$ cat src/rtl/seven_seg_scan.sv
// seven_seg_scan: N-digit multiplexed 7-segment driver with an iterative
// double-dabble binary-to-BCD converter, leading-zero blanking, overflow
// dashes and selectable output polarity.
module seven_seg_scan #(
  parameter int DIGITS     = 4,
  parameter int BIN_W      = 14,
  parameter int SCAN_DIV   = 50000,
  parameter int ACTIVE_LOW = 0
) (
  input  logic              clk,
  input  logic              reset,
  input  logic [BIN_W-1:0]  value,
  input  logic              load,
  input  logic              blank_lz,
  output logic              busy,
  output logic              overflow,
  output logic [6:0]        seg,
  output logic [DIGITS-1:0] an
);

  localparam int BCD_W = 4 * DIGITS;
  localparam int CNT_W = (SCAN_DIV > 1) ? $clog2(SCAN_DIV) : 1;
  localparam int IDX_W = (DIGITS > 1) ? $clog2(DIGITS) : 1;
  localparam int BIT_W = $clog2(BIN_W + 1);
  localparam bit INVERT = (ACTIVE_LOW != 0);

  function automatic longint unsigned pow10(input int n);
    longint unsigned r;
    r = 64'd1;
    for (int i = 0; i < n; i++) r = r * 64'd10;
    return r;
  endfunction

  localparam longint unsigned LIMIT = pow10(DIGITS);

  function automatic logic [6:0] encodeDigit(input logic [3:0] d);
    case (d)
      4'd0:    encodeDigit = 7'b1111110;
      4'd1:    encodeDigit = 7'b0110000;
      4'd2:    encodeDigit = 7'b1101101;
      4'd3:    encodeDigit = 7'b1111001;
      4'd4:    encodeDigit = 7'b0110011;
      4'd5:    encodeDigit = 7'b1011011;
      4'd6:    encodeDigit = 7'b0011111;
      4'd7:    encodeDigit = 7'b1110000;
      4'd8:    encodeDigit = 7'b1111111;
      4'd9:    encodeDigit = 7'b1111011;
      default: encodeDigit = 7'b0000000;
    endcase
  endfunction

  typedef enum logic [1:0] {IDLE, CONVERT, COMMIT} state_t;

  state_t             state;
  state_t             stateNext;
  logic [BIN_W-1:0]   binReg;
  logic [BCD_W-1:0]   bcdReg;
  logic [BCD_W-1:0]   bcdAdj;
  logic [BCD_W+BIN_W-1:0] shiftVal;
  logic [BIT_W-1:0]   bitCnt;
  logic               ovfQ;
  logic [BCD_W-1:0]   disp;
  logic [CNT_W-1:0]   scanCnt;
  logic [IDX_W-1:0]   idx;
  logic [DIGITS-1:0]  upperZero;
  logic [3:0]         curDigit;
  logic [6:0]         segNext;
  logic [DIGITS-1:0]  anNext;

  assign busy = (state != IDLE);

  // Conversion FSM state register
  always_ff @(posedge clk) begin
    if (reset) state <= IDLE;
    else       state <= stateNext;
  end

  // Next state: IDLE waits for load, CONVERT runs BIN_W shifts, COMMIT publishes
  always_comb begin
    stateNext = state;
    case (state)
      IDLE:    if (load) stateNext = CONVERT;
      CONVERT: if (bitCnt == BIT_W'(1)) stateNext = COMMIT;
      COMMIT:  stateNext = IDLE;
      default: stateNext = IDLE;
    endcase
  end

  // Double-dabble correction: every nibble of 5 or more gets 3 added before the shift
  always_comb begin
    bcdAdj = '0;
    for (int i = 0; i < DIGITS; i++) begin
      if (bcdReg[4*i +: 4] >= 4'd5) bcdAdj[4*i +: 4] = bcdReg[4*i +: 4] + 4'd3;
      else                          bcdAdj[4*i +: 4] = bcdReg[4*i +: 4];
    end
  end

  assign shiftVal = {bcdAdj, binReg} << 1;

  // Conversion datapath and the display register that only changes on COMMIT
  always_ff @(posedge clk) begin
    if (reset) begin
      binReg   <= '0;
      bcdReg   <= '0;
      bitCnt   <= '0;
      ovfQ     <= 1'b0;
      disp     <= '0;
      overflow <= 1'b0;
    end else begin
      case (state)
        IDLE: begin
          if (load) begin
            binReg <= value;
            bcdReg <= '0;
            bitCnt <= BIT_W'(BIN_W);
            ovfQ   <= (64'(value) >= LIMIT);
          end
        end
        CONVERT: begin
          bcdReg <= shiftVal[BCD_W+BIN_W-1:BIN_W];
          binReg <= shiftVal[BIN_W-1:0];
          bitCnt <= bitCnt - BIT_W'(1);
        end
        COMMIT: begin
          disp     <= bcdReg;
          overflow <= ovfQ;
        end
        default: ;
      endcase
    end
  end

  // Scan timing: each digit stays selected for SCAN_DIV cycles
  always_ff @(posedge clk) begin
    if (reset) begin
      scanCnt <= '0;
      idx     <= '0;
    end else if (scanCnt == CNT_W'(SCAN_DIV - 1)) begin
      scanCnt <= '0;
      idx     <= (idx == IDX_W'(DIGITS - 1)) ? '0 : idx + IDX_W'(1);
    end else begin
      scanCnt <= scanCnt + CNT_W'(1);
    end
  end

  // upperZero[k] is set when digit k and every digit above it are zero
  always_comb begin
    upperZero = '0;
    for (int k = 0; k < DIGITS; k++) begin
      upperZero[k] = ((disp >> (4*k)) == '0);
    end
  end

  // Segment/anode pattern for the currently selected digit
  always_comb begin
    curDigit = disp[{idx, 2'b00} +: 4];
    anNext   = '0;
    anNext[idx] = 1'b1;
    if (overflow)                                   segNext = 7'b0000001;
    else if (blank_lz && idx != '0 && upperZero[idx]) segNext = 7'b0000000;
    else                                            segNext = encodeDigit(curDigit);
  end

  // Registered outputs with polarity applied last
  always_ff @(posedge clk) begin
    if (reset) begin
      seg <= {7{INVERT}};
      an  <= {DIGITS{INVERT}};
    end else begin
      seg <= segNext ^ {7{INVERT}};
      an  <= anNext ^ {DIGITS{INVERT}};
    end
  end

endmodule

$ cat config.mk
export PLATFORM = sky130hd
export DESIGN_NAME = seven_seg_scan
export DESIGN_NICKNAME = d
export VERILOG_FILES = /design/src/rtl/seven_seg_scan.sv
export SDC_FILE = /design/constraint.sdc
export NUM_CORES = 1
export LEC_CHECK = 0
export ABC_AREA = 1
export BUFFER_PORTS_ARGS = -buffer_cell sky130_fd_sc_hd__buf_2
export CAP_MARGIN = 20
export CORE_AREA = 2 2 99 101
export DETAILED_ROUTE_END_ITERATION = 16
export DIE_AREA = 0 0 101 103
export GPL_ROUTABILITY_DRIVEN = 0
export SLEW_MARGIN = 30
export SYNTH_ARGS = -nofsm -noshare
export SYNTH_HDL_FRONTEND = slang
export SYNTH_SLANG_ARGS = --single-unit
export TNS_END_PERCENT = 30
$ cat constraint.sdc
create_clock -name clk -period 1.7 [get_ports clk]
set_input_delay 0.255 -clock clk [delete_from_list [all_inputs] [get_ports clk]]
set_output_delay 0.255 -clock clk [all_outputs]
set_load 0.1 [all_outputs]
; ---- Word level (Yosys, flattened, before mapping)
; Memories as Yosys holds them, arrays and structs flattened.
; Index checks and enable logic that the tools add are counted.
[op_classes]
muxes = 20
n_eq_ne = 7
shift = 1
magnitude_cmp = 7
addsub = 7
reduce_logical = 16
[ops]
columns = op, n
row1 = $logic_not A16 Y1, 4
row2 = $pmux W16 S2, 1
row3 = $pmux W14 S2, 1
row4 = $add A16 B1 Y16 const B, 1
row5 = $eq A16 B16 Y1 const B, 1
row6 = $ge A4 B3 Y1 const B, 4
row7 = $mux W16, 1
row8 = $mux W4, 4
row9 = $shiftx A16 B5 Y4, 1
row10 = $ge A14 B14 Y1 const B, 1
row11 = $mux W14, 1
row12 = $add A4 B2 Y4 const B, 3
row13 = $pmux W4 S2, 1
row14 = $mux W2, 3
row15 = $reduce_and A2 Y1, 3
row16 = $reduce_bool A2 Y1, 3
row17 = $eq A2 B2 Y1 const B, 2
row18 = $eq A4 B1 Y1 const B, 1
row19 = $mux W1, 4
row20 = $ne A2 B2 Y1 const B, 2
row21 = $pmux W2 S2, 1
row22 = $sub A4 B1 Y4 const B, 1
row23 = $add A3 B2 Y3 const B, 1
row24 = $logic_and A1 B1 Y1, 3
row25 = other kinds (10), 10
[totals]
mem_bits_ro = 112
output_inout_bits = 13
elab_cells = 71
mem_count = 1
reg_bits = 83
in_bits = 18
[memory_table]
columns = name, words, word_bits, read_ports, rd_clocked_by_memory_dff, wr, line
row1 = (no name shown), 16, 7, 1, 0, 0, 37  ; case (d)

; ---- Depth between registers and ports, before layout
[logic_depth]
depth_word = 6
depth_mapped = 13
mapped_depth_nobuf = 11

; ---- Worst setup path before layout
; Ideal clock, no wire load.
[synth_path]
path_kind = reg-to-reg
from = reg idx[0]
to = reg seg[3]
path_stages_with_launch = 13
setup_time_ns = 0.114
t_required_ns = 1.586
t_arrival_ns = 1.510
path_slack_ns = 0.076
cell_sequence = dfxtp_1 > buf_6 > inv_4 > buf_6 > nand2_1 > o211ai_1 > nand2_1 > inv_1 > ha_1 > nand2_1 > nand2_1 > nor2_1 > nor2_1
[synth_between]
elab_chain_cells = 4
elab_cells_between_ends = 8
cone_classes = 1 x shift / 2 x mux / 4 x reduce/logical / 1 x memory
[synth_lines]
columns = element, line
row1 = start: declaration, 64  ; logic [IDX_W-1:0] idx;
row2 = start signal: assignment, 140  ; idx <= (idx == IDX_W'(DIGITS - 1)) ? '0 : idx + IDX_W'(1);
row3 = branches (longest 4 deep; another with $mem_v2 Z16 W7), --
row4 = end signal: assignment, 167  ; seg <= {7{INVERT}};
row5 = end signal: assignment, 170  ; seg <= segNext ^ {7{INVERT}};
row6 = end: declaration, 17  ; output logic [6:0] seg,
; Parallel ways; which one is timed is not known. The select of a mux whose other input is x is not followed.
; A chain may end at the register's enable or synchronous reset.

; ---- Final worst setup path
[layout_path]
from = reg state[1]
to = out busy
[layout_between]
elab_chain_cells = 1
[layout_lines]
columns = element, line
row1 = start: declaration, 54  ; state_t state;
row2 = start signal: assignment, 75  ; else state <= stateNext;
row3 = $reduce_bool A2 Y1, 70  ; assign busy = (state != IDLE);
row4 = end: declaration, 15  ; output logic busy,
; Every way passes these cells.

==> flow_results.org <==
** Flow run
- Total of max-cap violations :: 0

** Yosys
- Sequential cells were found to cover 40.4% of the synthesized design area.
- Number of synthesized flops with an enable pin :: 0
- The Yosys step of the flow raised 0 warnings.
- Top cells by area in the synthesized netlist :: sky130_fd_sc_hd__dfxtp_1 (40%), sky130_fd_sc_hd__nand2_1 (9.6%), sky130_fd_sc_hd__a21oi_1 (8.2%)
- Each instance of the synthesized netlist takes up on average 7.34 µm².
- Library cell with the highest instance count after synthesis :: sky130_fd_sc_hd__nand2_1
- After synthesis, the largest area contributor takes up approximately 40% of total cell area.
- sky130_fd_sc_hd__dfxtp_1 takes more of the synthesized area than any other cell.
- Distinct cells, synth :: 35
- The cell area that synthesis handed to floorplanning was 4110 µm².
- Synthesized netlist cell count :: 560
- Number of storage elements in the synthesis netlist :: 83
- Of all flip-flops after synthesis, the portion carrying an async set or reset was 0%.
- Primary flip-flop cell chosen by synthesis mapping :: sky130_fd_sc_hd__dfxtp_1
- Synthesis produced a netlist with a net count of 598.
- Synth top cells by count :: sky130_fd_sc_hd__nand2_1 (105), sky130_fd_sc_hd__dfxtp_1 (83), sky130_fd_sc_hd__inv_1 (71), sky130_fd_sc_hd__a21oi_1 (67), sky130_fd_sc_hd__o21ai_0 (44)

** Floorplan
- The floorplan has 36 rows.
- Top-level port count :: 31
- DIE WIDTH :: 101 µm
- From bottom edge to top edge, the die measures 103 µm.
- Area of the core :: 9460 µm²
- For this configuration, the core starts out at a cell density of roughly 43%.
- Overall die area :: 10400 µm²

** Timing
- The worst path meets setup with roughly 0.075 ns of slack.
- At the pin with the least slew margin, the transition time is 0.560 ns.
- Highest clock rate :: 615 MHz
- Setup repair after global routing left no endpoint under its margin.
- Max-slew violations :: 0
- The routed design could run at a clock period as short as 1.63 ns.
- Hold timing on the final database bottoms out at a slack of 0.131 ns.
- The clock arrives with 0.00787 ns of skew.
- Setup violations remaining at the end of the flow were counted as 0.
- Headroom to the max-slew limit came out at 62.6%.
- Final clock period utilization by the worst path :: 95.6%
- Setup Total Neg Slack :: 0 ns
- The final count of hold timing violations came to 0.

** Power
- Proportion of power drawn by flip-flops and latches :: between 40% and 50%
- Worst IR Drop VDD :: 397 µV
- Net switching is 26.4% of the power.
- Per report_power, the clock group accounts for a little under two fifths of the total.
- The internal power of the cells totals a little over 3000 µW.
- Static Leak :: between 0.0015 and 0.002 µW
- Of the total power, combinational logic draws 11.9%.
- For this design the total switching power over the nets is 1090 µW.
- For this design the ratio of total power to cell area is 902 nW/µm².

** GRT
- Most used routing layer :: met2
- Total track usage :: 17.3%
- Number of antenna violations at the first check in global routing :: 0
- Via count of the first global-routing pass :: around 3.3k
- Met2 GRT Util :: 29.2%
- The first global-routing pass estimated 14300 µm of wire.
- Met1 Resource Use GR :: 21.2%
- Global routing consumed, on the met3 layer, between 3 and 4% of the routing resources.
- Entering global routing, the biggest net connects 37 pins.
- GR Overflow Total :: 0

** Clock network
- Counting every sink on the clock net gives 83.
- Clock latency on the worst-skew pair, taken at its later pin, is 0.36 ns.
- In this run the post-CTS setup repair buffer count came out at 0.
- TritonCTS built the clock tree.
- CTS placed an instance of sky130_fd_sc_hd__clkbuf_8 at the clock tree root.
- Post-cts repair resize count :: 0
- The H-tree generated during clock tree synthesis spans 3 levels.
- The number of hold buffers added after CTS was 0.
- Counting the buffers created by CTS gives 9.
- After clock tree synthesis, the clock-pin slew on the worst setup and hold paths is 0.08 ns.
- The clock passes through at most 2 buffers.

** Finish
- The area growth from synthesis to layout is 11.0%.
- The net count of the finished layout is 627.
- Post-route non-filler standard cell count :: 708
- Final-layout fill cell count :: 979
- Area taken by multi-input logic gates :: 2010 µm²
- Storage element area :: around 1700 µm²
- Antenna Diode Count :: 0
- At the end of the flow the core is filled with cells to 48.2%.
- Layout cell share with drive strength beyond 1 :: 16.7%

** Route
- Drt via density :: 4.93
- After the first detailed-routing iteration, the DRC count stood at ~110.
- Total vias in the final route :: approximately 3.5k
- Total routed wirelength :: 8270 µm
- Once detail routing completed, the nets flagged for antenna violations numbered 0.
- After detailed routing, the number of remaining DRC violations is 0.
- TritonRoute pass-1 iters :: 4
- Dividing the detail-routed wire length by the instance count gives 11.7 µm.

** Critical path
- STA classifies the critical path endpoint as a primary output.
- Data required time at the worst endpoint :: roughly 1.4 ns
- Element type at the critical path start :: flip-flop
- Max FO, Critical Path :: 3
- The most critical setup path has its startpoint at state[1]$_SDFFE_PP0P_.
- STA puts the critical path data arrival time at 1.37 ns.
- Critical path class :: reg -> out
- Launch point of the worst reg-to-reg path :: idx[0]$_SDFFE_PP0P_

** Placement
- Number of cells in the design after placement :: 692
- Once detailed placement completed, the half-perimeter wirelength came to ~6000 µm.
- Worst-case setup slack after placement :: between 0.1 and 0.15 ns
- Count of buffers from port buffering :: 30

** Worst hold path
- In this run the most critical hold path is launched from reset.
- Path class of the lowest-slack min-delay path :: in -> reg

** Run status
- The run finished with clean final reports.
-- registers in the layout (all words and copies together), names as in the netlist --
register  cells
overflow      1
state         2
an            4
bcdReg       16
scanCnt      16
binReg       14
ovfQ          1
disp         16
seg           7
bitCnt        4
idx           2
-- placed cells by master, fill, tap and decap left out, types with 2 or more instances in the layout --
cell	n
sky130_fd_sc_hd__nor2_1	41
sky130_fd_sc_hd__dfxtp_2	3
sky130_fd_sc_hd__nor2_2	2
sky130_fd_sc_hd__a31oi_1	2
sky130_fd_sc_hd__o21ai_0	44
sky130_fd_sc_hd__clkbuf_1	2
sky130_fd_sc_hd__xor2_1	4
sky130_fd_sc_hd__nand3_1	20
sky130_fd_sc_hd__bufinv_16	2
sky130_fd_sc_hd__a21oi_2	10
sky130_fd_sc_hd__or2_2	8
sky130_fd_sc_hd__buf_4	7
sky130_fd_sc_hd__nand3_2	5
sky130_fd_sc_hd__inv_2	8
sky130_fd_sc_hd__dfxtp_1	80
sky130_fd_sc_hd__buf_2	30
sky130_fd_sc_hd__inv_1	71
sky130_fd_sc_hd__nand2_1	104
sky130_fd_sc_hd__a21oi_1	67
sky130_fd_sc_hd__o21ai_1	20
sky130_fd_sc_hd__nor3_1	10
sky130_fd_sc_hd__nand4_1	4
sky130_fd_sc_hd__nand2_2	5
sky130_fd_sc_hd__ha_1	20
sky130_fd_sc_hd__o211ai_1	2
sky130_fd_sc_hd__clkbuf_8	10
-- kinds of logic (layout without fill, tap and decap cells) --
group / after synthesis / in the layout / share of synthesized area, %
buffers and inverters: 100 / 134 / 10.8
adder cells (fa/ha/maj): 20 / 20 / 6.09
AO/OA/AOI/OAI: 148 / 148 / 19.4
XOR/XNOR: 4 / 4 / 0.852
flip-flops: 83 / 83 / 40.4
AND/OR/NAND/NOR: 205 / 205 / 22.5
-- power by group through the flow --
stage                     clock [µW]  sequential (µW)  combinational, µW
after global routing            1710             2060                547
after detailed placement           0             2100                494
after CTS                       1630             2050                495
after global placement             0             2100                488
final                           1580             2050                489
after floorplan                    0             2180                322
-- through the flow --
stage,cell area [µm²],power [µW]
after global routing,4560,4320
after floorplan,4110,2500
after global placement,4340,2580
after CTS,4550,4170
final,4560,4120
after detailed placement,4340,2590
-- path summary, 6_finish.rpt --
| check | end | cells past startpoint | slack (ns) |
|---|---|---|---|
| max | busy | 3 | 0.07 |
| min | an[2]$_SDFF_PP0_ | 2 | 0.13 |
| max reg2reg | seg[3]$_SDFF_PP0_ | 10 | 0.15 |
| min reg2reg | scanCnt[0]$_SDFF_PP0_ | 1 | 0.45 |
-- metal layers --
layer / part of all wire (%) / wire length, µm / vias up
li1: - / - / 1864
met1: 50 / 4120 / 1564
met2: 45 / 3750 / 49
met3: 3.3 / 273 / 11
met4: 1.5 / 123 / 0
met5: 0 / 0 / -
-- cell type report --
class | count | share of cell area [%]
clock buffer | 12 | 3.18
timing repair buffer | 38 | 4.88
multi-input combinational | 377 | 44.1
tap | 114 | 3.13
clock inverter | 4 | 1.62
sequential | 83 | 36.5
inverter | 80 | 6.64
-- critical path, cell delays in order (launching register included) --
cell	delay (ns)
sky130_fd_sc_hd__dfxtp_1	0.45
sky130_fd_sc_hd__inv_2	0.09
sky130_fd_sc_hd__nand2_1	0.06
sky130_fd_sc_hd__buf_2	0.42
(Power assumes the default switching activity.)
